[config.mk]
export PLATFORM = sky130hd
export DESIGN_NAME = shift_reg_sequencer
export DESIGN_NICKNAME = d
export VERILOG_FILES = /design/src/rtl/shift_reg_sequencer.sv
export SDC_FILE = /design/constraint.sdc
export NUM_CORES = 1
export LEC_CHECK = 0
export BUFFER_PORTS_ARGS = -buffer_cell sky130_fd_sc_hd__buf_2
export CORE_ASPECT_RATIO = 0.7
export CORE_MARGIN = 5
export CORE_UTILIZATION = 45
export DETAILED_ROUTE_END_ITERATION = 8
export PLACE_DENSITY = 0.72
export SYNTH_ARGS = -nofsm -noshare
export SYNTH_HDL_FRONTEND = slang
export SYNTH_SLANG_ARGS = --single-unit
[constraint.sdc]
create_clock -name clk -period 3.4 [get_ports clk]
set_clock_uncertainty 0.15 [all_clocks]
set_input_delay 0.68 -clock clk [delete_from_list [all_inputs] [get_ports clk]]
set_output_delay 0.68 -clock clk [all_outputs]
set_load 0.01 [all_outputs]
[src/rtl/shift_reg_sequencer.sv]
// Command-driven sequencer that issues ctrl/d cycles to a downstream universal shift register.
// Optional rotate-through-q feature enabled by defining SEQ_ROTATE_EN.
module shift_reg_sequencer #(
  parameter int unsigned WIDTH = 8,
  parameter int unsigned CNT_W = 4
) (
  input  logic             clk,
  input  logic             reset,
  input  logic             cmd_valid,
  output logic             cmd_ready,
  input  logic [1:0]       cmd_op,
  input  logic [CNT_W-1:0] cmd_count,
  input  logic [WIDTH-1:0] cmd_data,
  input  logic             cmd_fill,
  input  logic             cmd_rot,
  input  logic [WIDTH-1:0] q,
  output logic [1:0]       ctrl,
  output logic [WIDTH-1:0] d,
  output logic             busy,
  output logic             done
);

  localparam logic [1:0] ST_IDLE = 2'd0;
  localparam logic [1:0] ST_EXEC = 2'd1;
  localparam logic [1:0] ST_DONE = 2'd2;

  localparam logic [1:0] OP_HOLD  = 2'b00;
  localparam logic [1:0] OP_LEFT  = 2'b01;
  localparam logic [1:0] OP_RIGHT = 2'b10;
  localparam logic [1:0] OP_LOAD  = 2'b11;

  logic [1:0]       state_q, state_d;
  logic [CNT_W-1:0] rem_q, rem_d;
  logic [1:0]       op_q, op_d;
  logic [WIDTH-1:0] data_q, data_d;
  logic             fill_q, fill_d;
  logic [1:0]       ctrl_q, ctrl_d;
  logic [WIDTH-1:0] dout_q, dout_d;
  logic             busy_q, busy_d;
  logic             done_q, done_d;
  logic             ready_q, ready_d;
`ifdef SEQ_ROTATE_EN
  logic             rot_q, rot_d;
`endif

  // Unknown or X op codes collapse to hold.
  function automatic logic [1:0] op_code(input logic [1:0] op);
    case (op)
      OP_LEFT, OP_RIGHT, OP_LOAD: op_code = op;
      default:                    op_code = OP_HOLD;
    endcase
  endfunction

  function automatic logic [WIDTH-1:0] d_val(input logic [1:0] op,
                                             input logic [WIDTH-1:0] data,
                                             input logic fill);
    case (op)
      OP_LOAD:  d_val = data;
      OP_LEFT:  d_val = WIDTH'(fill);
      OP_RIGHT: d_val = {fill, {(WIDTH-1){1'b0}}};
      default:  d_val = '0;
    endcase
  endfunction

  always_ff @(posedge clk) begin
    if (!reset) begin
      state_q <= ST_IDLE;
      rem_q   <= '0;
      op_q    <= OP_HOLD;
      data_q  <= '0;
      fill_q  <= 1'b0;
      ctrl_q  <= OP_HOLD;
      dout_q  <= '0;
      busy_q  <= 1'b0;
      done_q  <= 1'b0;
      ready_q <= 1'b0;
`ifdef SEQ_ROTATE_EN
      rot_q   <= 1'b0;
`endif
    end else begin
      state_q <= state_d;
      rem_q   <= rem_d;
      op_q    <= op_d;
      data_q  <= data_d;
      fill_q  <= fill_d;
      ctrl_q  <= ctrl_d;
      dout_q  <= dout_d;
      busy_q  <= busy_d;
      done_q  <= done_d;
      ready_q <= ready_d;
`ifdef SEQ_ROTATE_EN
      rot_q   <= rot_d;
`endif
    end
  end

  // Next state plus next registered outputs, computed for the upcoming cycle.
  always_comb begin
    state_d = state_q;
    rem_d   = rem_q;
    op_d    = op_q;
    data_d  = data_q;
    fill_d  = fill_q;
    ctrl_d  = OP_HOLD;
    dout_d  = '0;
    busy_d  = 1'b0;
    done_d  = 1'b0;
    ready_d = 1'b0;
`ifdef SEQ_ROTATE_EN
    rot_d   = rot_q;
`endif
    case (state_q)
      ST_IDLE: begin
        if (cmd_valid && ready_q) begin
          op_d   = cmd_op;
          data_d = cmd_data;
          fill_d = cmd_fill;
          busy_d = 1'b1;
`ifdef SEQ_ROTATE_EN
          rot_d  = cmd_rot && (cmd_op == OP_LEFT || cmd_op == OP_RIGHT);
`endif
          if (cmd_op == OP_LOAD || cmd_count != '0) begin
            state_d = ST_EXEC;
            rem_d   = (cmd_op == OP_LOAD) ? CNT_W'(1) : cmd_count;
            ctrl_d  = op_code(cmd_op);
            dout_d  = d_val(op_code(cmd_op), cmd_data, cmd_fill);
          end else begin
            state_d = ST_DONE;
            done_d  = 1'b1;
          end
        end else begin
          ready_d = 1'b1;
        end
      end
      ST_EXEC: begin
        busy_d = 1'b1;
        if (rem_q <= CNT_W'(1)) begin
          state_d = ST_DONE;
          rem_d   = '0;
          done_d  = 1'b1;
        end else begin
          rem_d  = rem_q - CNT_W'(1);
          ctrl_d = op_code(op_q);
          dout_d = d_val(op_code(op_q), data_q, fill_q);
        end
      end
      ST_DONE: begin
        state_d = ST_IDLE;
        ready_d = 1'b1;
      end
      default: begin
        state_d = ST_IDLE;
        ready_d = 1'b1;
      end
    endcase
  end

  assign cmd_ready = ready_q;
  assign ctrl      = ctrl_q;
  assign busy      = busy_q;
  assign done      = done_q;

`ifdef SEQ_ROTATE_EN
  // Rotate feeds the register's outgoing edge bit straight back in.
  always_comb begin
    d = dout_q;
    if (rot_q && state_q == ST_EXEC) begin
      if (ctrl_q == OP_LEFT) begin
        d[0] = q[WIDTH-1];
      end else if (ctrl_q == OP_RIGHT) begin
        d[WIDTH-1] = q[0];
      end
    end
  end
`else
  logic unused_rot;
  assign unused_rot = ^{cmd_rot, q};
  assign d          = dout_q;
`endif

endmodule

==> metrics.md <==
| Metric | Value |
|---|---|
| Status | `completed` |
| Share of cells above drive strength 1 | `0.271` |
| WP data arrival | `2170 ps` |
| Synthesized Nets | `167` |
| Vias | `1,095` |
| Worst-path clk slew | `60 ps` |
| Fin crit period | `2100 ps` |
| Final ANT Viol Nets | `0` |
| Slew HR | `0.572` |
| Max Used Layer | `met4` |
| Post-Syn Area | `1260 um2` |
| Final Setup Violations | `0` |
| Worst min path class | `reg2reg` |
| EDFF count, synth | `0` |
| Cell family with most CP delay | `simple AND/OR/NAND/NOR gates` |
| PnR Total Power | `769 uW` |
| Routed wl met2 | `1.36 mm` |
| Slowest cell delay on critical path | `650 ps` |
| Insertion delay to the later sink of the worst-skew pair | `280 ps` |
| TNS Setup | `0 ps` |
| # fillers | `250` |
| DRT Wirelength | `2.97 mm` |
| Vias per cell | `5.32` |
| Crit-path cells | `nand4bb_1 -> nor3_2 -> a22o_1` |
| Initial antenna violation count | `0` |
| N_diodes | `0` |
| Synth Flop Type | `dfxtp_1` |
| Final hold violation count | `0` |
| Final Slew Violations | `0` |
| Cell variety after synth | `32` |
| CP required | `3470 ps` |
| Top-count cell post-synth | `nand2_1` |
| Core Region | `2740 um2` |
| Area delta synth->final | `19.9%` |
| Total gr overflow | `0` |
| Nets | `198` |
| Pwr/cell area | `507 nW/um2` |
| CTS Buf Count | `5` |
| Max VDD drop | `0.000260 V` |
| CTS Sinks | `30` |
| Setup CP Type | `reg2reg` |
| Routability Congestion | `0.850` |
| Startpoint class of the critical path | `flip-flop` |
| WL per Instance | `14.4 um` |
| IO Pins | `40` |
| Initial Util | `0.461` |
| Syn_area_per_cell | `9.16 um2` |
| Die area | `3980 um2` |
| Hold buffer count at CTS | `0` |
| Yosys reg bits | `30` |
| H-Tree Level Count | `2` |
| Share of the synthesized area in the top cell type | `0.475` |
| Clk root buf | `clkbuf_8` |
| Lkg Pwr | `0.000617 uW` |
| Number of global-route vias before repair | `1,051` |
| Die Y-Extent | `54.3 um` |
| CP max FO | `13` |
| Slowest CP cell | `nand4bb_1` |
| # port buffers | `30` |
| Largest net degree at the start of global routing | `21` |
| Iter 0 DRT Violations | `76` |
| Post-cts sizing count | `0` |
| YS warnings | `0` |
| CTS tree | `done` |
| Max-Cap Viols | `0` |
| First-pass GRT wire length | `5.02 mm` |
| Postcts setup bufs | `0` |
| Async SR Flop Fraction | `0` |
| CP Buf/Inv Count | `0` |
| Slew @ Worst Pin | `639 ps` |
| Most common library cells after synthesis | `nand2_1 (32), dfxtp_1 (30), a21boi_0 (11), a21oi_1 (11), a22o_1 (6)` |
| Sequential area share after synthesis | `0.475` |
| Period utilisation layout | `0.618` |
| Max Clk Rate | `476 MHz` |
| Drc violations | `0` |
| Met3 Routed Length | `153 um` |
| Critical Path End Type | `flip-flop` |
| RSZ-0062 raised after global routing | `no` |
| Clk buf depth | `2` |
| Rows | `16` |
| Die Wd | `73.3 um` |
| Gate Count Post-Synth | `138` |
| First-pass DRT Iterations | `4` |
| Area leader, netlist | `dfxtp_1` |
| Hpwl dp | `2.09 mm` |
| Hold Slack | `316 ps` |
| Top cells by area, synth | `dfxtp_1 (48%), nand2_1 (9.5%), a21boi_0 (6.5%), a21oi_1 (4.4%), a22o_1 (4.2%)` |
| Metal-1 WL | `1.41 mm` |
| Gr usage total | `0.172` |
[cells in the final DEF (no fill, tap or decap), drive strengths merged, types with 2 or more instances in the layout]
master and count:
a21boi 11, a21oi 11, a22o 6, a32oi 2
buf 31, clkbuf 7, dfxtp 30, ha 2
inv 3, mux2 2, mux2i 2, nand2 32
nor2 3, nor2b 2, nor3 4, nor4 3
o21a 2, o21ai 3, o32ai 2, or2b 2
[state kept, by name (all words and copies together) (netlist names)]
name and cells:
data_q 8, op_q 2, state_q 2, rem_q 4
fill_q 1, ctrl 2, cmd_ready 1, done 1
d 8, busy 1
[kinds of logic after synthesis]
family	after synthesis	synth area share
fa+ha+maj	2	0.0198
xor+xnor	1	0.00693
mux	4	0.0337
flops	30	0.475
buf+inv	10	0.0426
simple gates	50	0.189
compound gates	41	0.233
[worst reg2reg max path: cells and delay by family, from the launching register on]
| kind | cells | cell delay [ps] |
|---|---|---|
| AOI/OAI and AO/OA | 1 | 240 |
| DFF | 1 | 390 |
| and+or+nand+nor | 2 | 1260 |
[final timing paths]
| kind | start | end | slack [ps] | cells past startpoint |
|---|---|---|---|---|
| worst max-delay path | state_q[1]$_SDFFE_PN0P_ | d[5]$_SDFF_PN0_ | 1300 | 3 |
| worst min-delay path | data_q[4]$_SDFFE_PN0P_ | d[4]$_SDFF_PN0_ | 320 | 1 |
| worst max register to register | state_q[1]$_SDFFE_PN0P_ | d[5]$_SDFF_PN0_ | 1300 | 3 |
| worst min register to register | data_q[4]$_SDFFE_PN0P_ | d[4]$_SDFF_PN0_ | 320 | 1 |
[through the flow]
| stage | worst slack (ps) | utilization | instances | cell area [um2] |
|---|---|---|---|---|
| 5_1_grt | 1180 | 0.552 | 206 | 1520 |
| 3_3_place_gp | 1110 | 0.519 | 198 | 1420 |
| 6_report | 1300 | 0.552 | 206 | 1520 |
| 3_5_place_dp | 1110 | 0.519 | 198 | 1420 |
| 4_1_cts | 1350 | 0.552 | 206 | 1520 |
| 2_1_floorplan | 1670 | - | 138 | 1260 |
[power breakdown]
group          switching (uW)  leakage (uW)  internal [uW]  total (uW)
clock                     127     0.0000482            163         290
combinational            55.5      0.000324           40.2        95.7
sequential               14.2      0.000244            369         383
[layout make-up]
class	count	area, um2	share of cell area
well taps	36	45.0	0.0297
inverters	3	11.3	0.00743
flip-flops and latches	30	601	0.396
multi-input cells	98	609	0.402
repair buffers	31	158	0.104
clock inverters	1	5.00	0.00330
clock buffers	7	86.3	0.0570
[routing by layer]
metal	global-route usage	vias to the layer above
met5	0	-
met4	0.0633	0
met3	0.0642	4
met2	0.288	22
met1	0.205	515
li1	-	554
No activity file was read; power rests on OpenSTA's default activity.
